--- config.mk ---
export PLATFORM = sky130hd
export DESIGN_NAME = conv_window_reader
export DESIGN_NICKNAME = d
export VERILOG_FILES = /design/src/rtl/conv_window_reader.sv
export SDC_FILE = /design/constraint.sdc
export NUM_CORES = 2
export LEC_CHECK = 0
export CAP_MARGIN = 30
export CORE_AREA = 4 4 481 483
export DETAILED_ROUTE_END_ITERATION = 8
export DIE_AREA = 0 0 485 487
export PLACE_DENSITY = 0.46
export SLEW_MARGIN = 20
export SYNTH_ARGS = -nofsm -noshare
export SYNTH_HDL_FRONTEND = slang
export SYNTH_SLANG_ARGS = --single-unit
--- constraint.sdc ---
create_clock -name clk -period 8.4 [get_ports clk]
set_clock_uncertainty 0.1 [all_clocks]
set_input_delay 0.84 -clock clk [delete_from_list [all_inputs] [get_ports clk]]
set_output_delay 0.84 -clock clk [all_outputs]
set_load 0.05 [all_outputs]
--- src/rtl/conv_window_reader.sv ---
// Read-side sweeper for the inter-layer double buffer: walks every KSIZE x KSIZE
// window of a stored feature map in raster order and hands each one to the conv core.
module conv_window_reader #(
    parameter int IMG_W      = 28,
    parameter int IMG_H      = 28,
    parameter int KSIZE      = 5,
    parameter int WIDTH      = 16,
    parameter int ADDR_WIDTH = 16,
    parameter int BASE_ADDR  = 0,
    parameter int RD_LAT     = 1,
    localparam int NPORT     = KSIZE * KSIZE
) (
    input  logic                        clk,
    input  logic                        rst_n,
    input  logic [1:0]                  data_fill_cnt,
    output logic                        rd_en,
    output logic [NPORT*ADDR_WIDTH-1:0] rd_addr_NP,
    input  logic [NPORT*WIDTH-1:0]      rd_data_NP,
    output logic [NPORT*WIDTH-1:0]      win_data_NP,
    output logic                        win_valid,
    input  logic                        win_ready,
    output logic [15:0]                 win_row,
    output logic [15:0]                 win_col,
    output logic                        win_last,
    output logic                        frame_done,
    output logic [2:0]                  dbg_state
);

    localparam logic [15:0] OW_M1    = 16'(IMG_W - KSIZE);
    localparam logic [15:0] OH_M1    = 16'(IMG_H - KSIZE);
    localparam logic [15:0] WAIT_END = 16'(RD_LAT - 1);

    typedef enum logic [2:0] {
        S_IDLE = 3'd0,
        S_ADDR = 3'd1,
        S_WAIT = 3'd2,
        S_CAP  = 3'd3,
        S_OUT  = 3'd4,
        S_REL  = 3'd5
    } state_t;

    state_t state_q, state_d;
    logic [15:0] r_q, r_d;
    logic [15:0] c_q, c_d;
    logic [15:0] wait_q, wait_d;
    logic        rel_q, rel_d;

    logic                        rd_en_d;
    logic [NPORT*ADDR_WIDTH-1:0] addr_d;
    logic [NPORT*WIDTH-1:0]      wdata_d;
    logic                        valid_d;
    logic [15:0]                 row_d;
    logic [15:0]                 col_d;
    logic                        last_d;
    logic                        done_d;

    // Port k = i*KSIZE + j addresses pixel (r+i, c+j) of the stored map.
    function automatic logic [NPORT*ADDR_WIDTH-1:0] win_addrs(input logic [15:0] r,
                                                              input logic [15:0] c);
        logic [NPORT*ADDR_WIDTH-1:0] v;
        v = '0;
        for (int i = 0; i < KSIZE; i++) begin
            for (int j = 0; j < KSIZE; j++) begin
                v[(i*KSIZE+j)*ADDR_WIDTH +: ADDR_WIDTH] =
                    ADDR_WIDTH'(BASE_ADDR + ({16'd0, r} + i) * IMG_W + ({16'd0, c} + j));
            end
        end
        return v;
    endfunction

    assign dbg_state = state_q;

    // Handshake: win_valid rises only after capture and then holds window, origin,
    // win_last and rd_addr_NP unchanged until a cycle with win_valid && win_ready;
    // that cycle is the transfer and win_valid drops on the following edge.
    always_comb begin
        state_d = state_q;
        r_d     = r_q;
        c_d     = c_q;
        wait_d  = wait_q;
        rel_d   = rel_q;
        rd_en_d = rd_en;
        addr_d  = rd_addr_NP;
        wdata_d = win_data_NP;
        valid_d = win_valid;
        row_d   = win_row;
        col_d   = win_col;
        last_d  = win_last;
        done_d  = 1'b0;

        case (state_q)
            S_IDLE: begin
                if (data_fill_cnt != 2'd0) begin
                    rd_en_d = 1'b1;
                    r_d     = 16'd0;
                    c_d     = 16'd0;
                    addr_d  = win_addrs(16'd0, 16'd0);
                    state_d = S_ADDR;
                end
            end
            S_ADDR: begin
                wait_d  = 16'd0;
                state_d = S_WAIT;
            end
            S_WAIT: begin
                if (wait_q == WAIT_END) begin
                    state_d = S_CAP;
                end else begin
                    wait_d = wait_q + 16'd1;
                end
            end
            S_CAP: begin
                wdata_d = rd_data_NP;
                valid_d = 1'b1;
                row_d   = r_q;
                col_d   = c_q;
                last_d  = (r_q == OH_M1) && (c_q == OW_M1);
                state_d = S_OUT;
            end
            S_OUT: begin
                if (win_ready) begin
                    valid_d = 1'b0;
                    last_d  = 1'b0;
                    if (win_last) begin
                        rd_en_d = 1'b0;
                        done_d  = 1'b1;
                        rel_d   = 1'b0;
                        state_d = S_REL;
                    end else begin
                        if (c_q == OW_M1) begin
                            c_d = 16'd0;
                            r_d = r_q + 16'd1;
                        end else begin
                            c_d = c_q + 16'd1;
                        end
                        addr_d  = win_addrs(r_d, c_d);
                        state_d = S_ADDR;
                    end
                end
            end
            S_REL: begin
                // Two idle cycles give the buffer time to retire the released half.
                if (rel_q) begin
                    rel_d   = 1'b0;
                    state_d = S_IDLE;
                end else begin
                    rel_d = 1'b1;
                end
            end
            default: begin
                state_d = S_IDLE;
            end
        endcase
    end

    always_ff @(posedge clk or negedge rst_n) begin
        if (!rst_n) begin
            state_q     <= S_IDLE;
            r_q         <= '0;
            c_q         <= '0;
            wait_q      <= '0;
            rel_q       <= 1'b0;
            rd_en       <= 1'b0;
            rd_addr_NP  <= '0;
            win_data_NP <= '0;
            win_valid   <= 1'b0;
            win_row     <= '0;
            win_col     <= '0;
            win_last    <= 1'b0;
            frame_done  <= 1'b0;
        end else begin
            state_q     <= state_d;
            r_q         <= r_d;
            c_q         <= c_d;
            wait_q      <= wait_d;
            rel_q       <= rel_d;
            rd_en       <= rd_en_d;
            rd_addr_NP  <= addr_d;
            win_data_NP <= wdata_d;
            win_valid   <= valid_d;
            win_row     <= row_d;
            win_col     <= col_d;
            win_last    <= last_d;
            frame_done  <= done_d;
        end
    end

endmodule

==> impl_metrics.json <==
{
  "overflow": 0,
  "track_usage": 0.273,
  "fin_crit_ns": 7.75,
  "synth-seq-cells": 820,
  "setup.worst_path.end_class": "flop",
  "max_freq_mhz": 129,
  "critPathRequiredTime_ns": 8.92,
  "setup-tns-final_ns": 0,
  "hold_violations": 0,
  "yosysMostFrequentCell": "dfrtp_1",
  "wl_met2_um": 156000,
  "synthesis.nets": 5652,
  "drive_gt1_frac": 0.139,
  "ir_drop_uv": 228,
  "arrival_ns": 8.27,
  "die_width_um": 485,
  "wl_met3_um": 26100,
  "drcViolationCount": 0,
  "cts_tree": "yes",
  "synth_common_cells": "dfrtp_1 (820), nand2_1 (459), mux2_2 (429)",
  "start_kind": "flop",
  "avgSynthCellArea_um2": 10.3,
  "drv_cap": 0,
  "ys_types": 81,
  "finalSetupViolCount": 0,
  "syn_inst": 4791,
  "max_slew_margin": 0.265,
  "ys.flop_type": "dfrtp_1",
  "cts_resized": 0,
  "grt_pass1_wl_um": 430000,
  "cts_made_buffers": 105,
  "final_cells": 9182,
  "postCtsSetupRepairBufs": 0,
  "clk_latency_ns": 0.77,
  "yosysSeqAreaShare": 0.416,
  "drt_iter0_drc": 3230,
  "post-route-period-util": 0.923,
  "cts-root-buf": "clkbuf_16",
  "detail-route-antenna-nets": 0,
  "drt-total-wl_um": 333000,
  "syn_area_mm2": 0.0494,
  "yosysWarnings": 0,
  "synthArstFlopShare": 1.00,
  "clk_path_buf_depth": 3,
  "initial_core_util": 0.218,
  "p_leak_nw": 31.0,
  "outcome": "finished, final reports clean",
  "m1WireLength_um": 138000,
  "yosys.area.top_type": "dfrtp_1",
  "highest_layer": "met5",
  "synth_top_area_share": 0.416,
  "synth_edf_count": 0,
  "cts_htree_levels": 3,
  "vias_per_cell": 4.76,
  "antenna_found_initial": 157,
  "ios": 1244,
  "fp.dieH_um": 487,
  "grt_pass1_vias": 43500,
  "tightestPinTransition_ns": 1.10,
  "hp-class": "reg -> reg",
  "die_area_mm2": 0.236,
  "cts.sinks": 820,
  "synthTopCellsByArea": "dfrtp_1 (42%), ha_1 (10%), mux2_2 (9.8%)",
  "dr.pass1.iters": 5,
  "clk_pin_slew_ns": 0.07,
  "num_rows": 175,
  "num_vias": 43700,
  "area_growth_pct": 42.1,
  "finalMaxSlewViolations": 0,
  "grt_max_degree": 148,
  "p_per_area_mw_per_mm2": 321,
  "core_mm2": 0.227,
  "rsz0062_at_grt": "false",
  "fin_nets": 6910,
  "dpl.hpwl_um": 272000,
  "critPathKind": "reg -> reg",
  "post_drt_wl_per_cell_um": 36.2,
  "holdBufCountCts": 1,
  "placed_cells": 8940,
  "place.gp.congestion": 0.988,
  "port_buffers": 1243,
  "cp_max_fo": 10
}
layout by cell type, fill, tap and decap left out, types with 120 or more instances in the layout:
cell / count
ha_1: 394
clkdlybuf4s50_1: 1242
nand2_1: 458
a21oi_1: 240
xor2_1: 212
dfrtp_1: 820
xnor2_1: 210
inv_1: 198
o21ai_0: 329
mux2_2: 429
nor2_1: 289
buf_4: 120
per-layer routing:
metal  global-route usage  vias to the layer above
li1                     -                    19300
met1                0.337                    22200
met2                0.453                     1758
met3               0.0816                      461
met4               0.0916                       62
met5                    0                        -
worst max-delay path, stage by stage, from the launching register on:
cell,delay [ns]
dfrtp_1,0.53
nor4_4,0.41
nand4_1,0.14
buf_4,0.19
or3_1,0.33
and2_1,0.18
inv_1,0.18
buf_4,0.21
ha_1,0.16
a21o_1,0.22
nand2_1,0.14
xor2_1,0.56
fa_1,0.53
ha_1,0.38
o21ai_0,0.18
a21boi_0,0.26
o21ai_0,0.14
a21boi_0,0.28
o21a_1,0.15
nor2_1,0.05
xnor2_1,0.62
ha_1,0.37
or3_1,0.14
a211oi_1,0.06
o41a_1,0.47
xnor2_1,0.19
nor2_1,0.06
a221o_1,0.35
where the power goes:
part | switching [mW] | internal, mW | total, mW
registers | 0.764 | 5.04 | 5.81
clock network | 2.08 | 2.87 | 4.95
logic | 8.11 | 3.65 | 11.8
kinds of logic after synthesis:
group	after synthesis	synth area share
compound gates	953	0.120
xor+xnor	487	0.0903
fa+ha+maj	456	0.125
buf+inv	441	0.0393
flops	820	0.416
mux	432	0.0985
simple gates	1202	0.111
metrics by stage:
stage	setup slack [ns]	instance area [um2]	utilization	hold WS [ns]	power, mW
after floorplan	1.07	49400	-	0.382	12.2
after global placement	0.715	65900	0.290	0.362	17.6
after detailed placement	0.702	66100	0.291	0.370	17.6
after CTS	0.631	69800	0.308	0.384	22.7
after global routing	0.146	70100	0.309	0.392	23.2
final	0.649	70100	0.309	0.377	22.5
final timing paths:
kind	cells after the start	startpoint	to	slack, ns
worst max-delay path	27	c_q[11]	rd_addr_NP[287]	0.65
worst min-delay path	2	rd_addr_NP[169]	rd_addr_NP[169]	0.38
worst max register to register	27	c_q[11]	rd_addr_NP[287]	0.65
worst min register to register	2	rd_addr_NP[169]	rd_addr_NP[169]	0.38
max in group asynchronous	4	rst_n	win_data_NP[353]	5.56
min in group asynchronous	2	rst_n	win_data_NP[89]	0.57
registers in the layout, summed over array words and instances, names as in the netlist:
| signal | count |
|---|---|
| win_data_NP | 400 |
| rd_addr_NP | 332 |
| c_q | 16 |
| r_q | 16 |
| wait_q | 16 |
| win_col | 16 |
| win_row | 16 |
| dbg_state | 3 |
| frame_done | 1 |
| rd_en | 1 |
| rel_q | 1 |
| win_last | 1 |
| win_valid | 1 |
cell type report:
class | instances | area [um2]
repair buffers | 1392 | 14000
fillers | 23500 | 157000
well taps | 3009 | 3760
diodes | 37 | 92.6
multi-input cells | 3530 | 27300
clock buffers | 144 | 2970
inverters | 200 | 751
clock inverters | 50 | 719
flip-flops and latches | 820 | 20500
No activity file was read; power rests on OpenSTA's default activity.
==> patch, RTL diff (same settings) <==
The parameter `ADDR_WIDTH` goes from 16 to 14.
--- a/src/rtl/conv_window_reader.sv
+++ b/src/rtl/conv_window_reader.sv
@@ -7,3 +7,3 @@
     parameter int WIDTH      = 16,
-    parameter int ADDR_WIDTH = 16,
+    parameter int ADDR_WIDTH = 14,
     parameter int BASE_ADDR  = 0,
Ports: changed (resized rd_addr_NP); port bits go from 1244 to 1194. No check against the original RTL was run, so the function may have changed too.
==> patch against the original RTL <==
- cell area down 7.6%
- maximum frequency increased by 1.2%
- worst setup slack improved by 0.093 ns
- global-route usage fell by 3.9 points
- sequential cell count shrank 50
- power fell by 6.8%
- non-clock buffer count decreased by 73
- routed wire length is 14% lower
- count of clock-buffer cells in the layout shrank 6
- first-iteration DRC count decreased by 18%
- area after synthesis shrank 9.4%
- combinational power decreased by 8%
- clock power is 3% lower
- critical path type unchanged
- largest cell class unchanged
==> patch: results (changes against the original RTL) <==
numClockSinks: 770  # -6.1%
routabilityCongestion: 0.9379  # -5.1%
numCtsBuffers: 103  # -1.9%
synthesis.nets: 4974  # -12%
wl_met2_um: 139400  # -10%
nets: 6174  # -11%
buf_share_pct: 20.86  # +0.91 points
fillerInstances: 23680  # +0.72%
peakVddDrop_v: 0.0002128  # -6.6%
use_met2_pct: 40.51  # -4.7 points
dpl_cell_area_mm2: 0.06067  # -8.2%
status: "completed"
io_buffers: 1193  # -4.0%
avgSynthCellArea_um2: 10.68  # +3.7%
grt_max_degree: 142  # -4.1%
synth_compound_area_share_pct: 11.49  # -0.49 points
p_leak_uw: 0.02792  # -10%
r2r_end: "rd_addr_NP[97]"
muxShareOfSynthArea_pct: 10.88  # +1.0 points
met3_usage_pct: 7.263  # -0.89 points
path_delay_family: "adder cells"
antenna_found_initial: 86  # -45%
synth_fa_ha_area_share_pct: 11.82  # -0.68 points
rr_worst_depth: 26  # -3.7%
yosys-top-cells-area: "dfrtp_1 (43%), mux2_2 (11%), ha_1 (9.0%)"
grt_use_total_pct: 23.41  # -3.9 points
grt_pass1_wl_um: 371300  # -14%
synth_xor_area_share_pct: 7.944  # -1.1 points
hold_end: "rd_addr_NP[303]"
r2r_slack_ns: 0.74  # +0.09 ns
synth_cell_types: 75  # -7.4%
diodes: 18  # -51%
## patch: per-stage QoR
| stage | util [%] | setup slack (ns) | instances | hold WS (ns) | power [uW] |
|---|---|---|---|---|---|
| 2_1_floorplan | - | 0.9650 | 4184 | 0.4059 | 11130 |
| 3_3_place_gp | 26.54 | 0.5626 | 8244 | 0.3680 | 16060 |
| 3_5_place_dp | 26.74 | 0.8839 | 8268 | 0.3724 | 16160 |
| 4_1_cts | 28.35 | 0.8257 | 8463 | 0.3876 | 21150 |
| 5_1_grt | 28.57 | 0.4797 | 8485 | 0.4074 | 21700 |
| 6_report | 28.59 | 0.7420 | 8500 | 0.3755 | 20990 |
## patch: power by group
part / internal [uW] / switching [uW] / total [uW]
registers: 4770 / 649 / 5420
logic: 3450 / 7340 / 10800
clock network: 2800 / 1990 / 4790
total: 11000 / 9980 / 21000
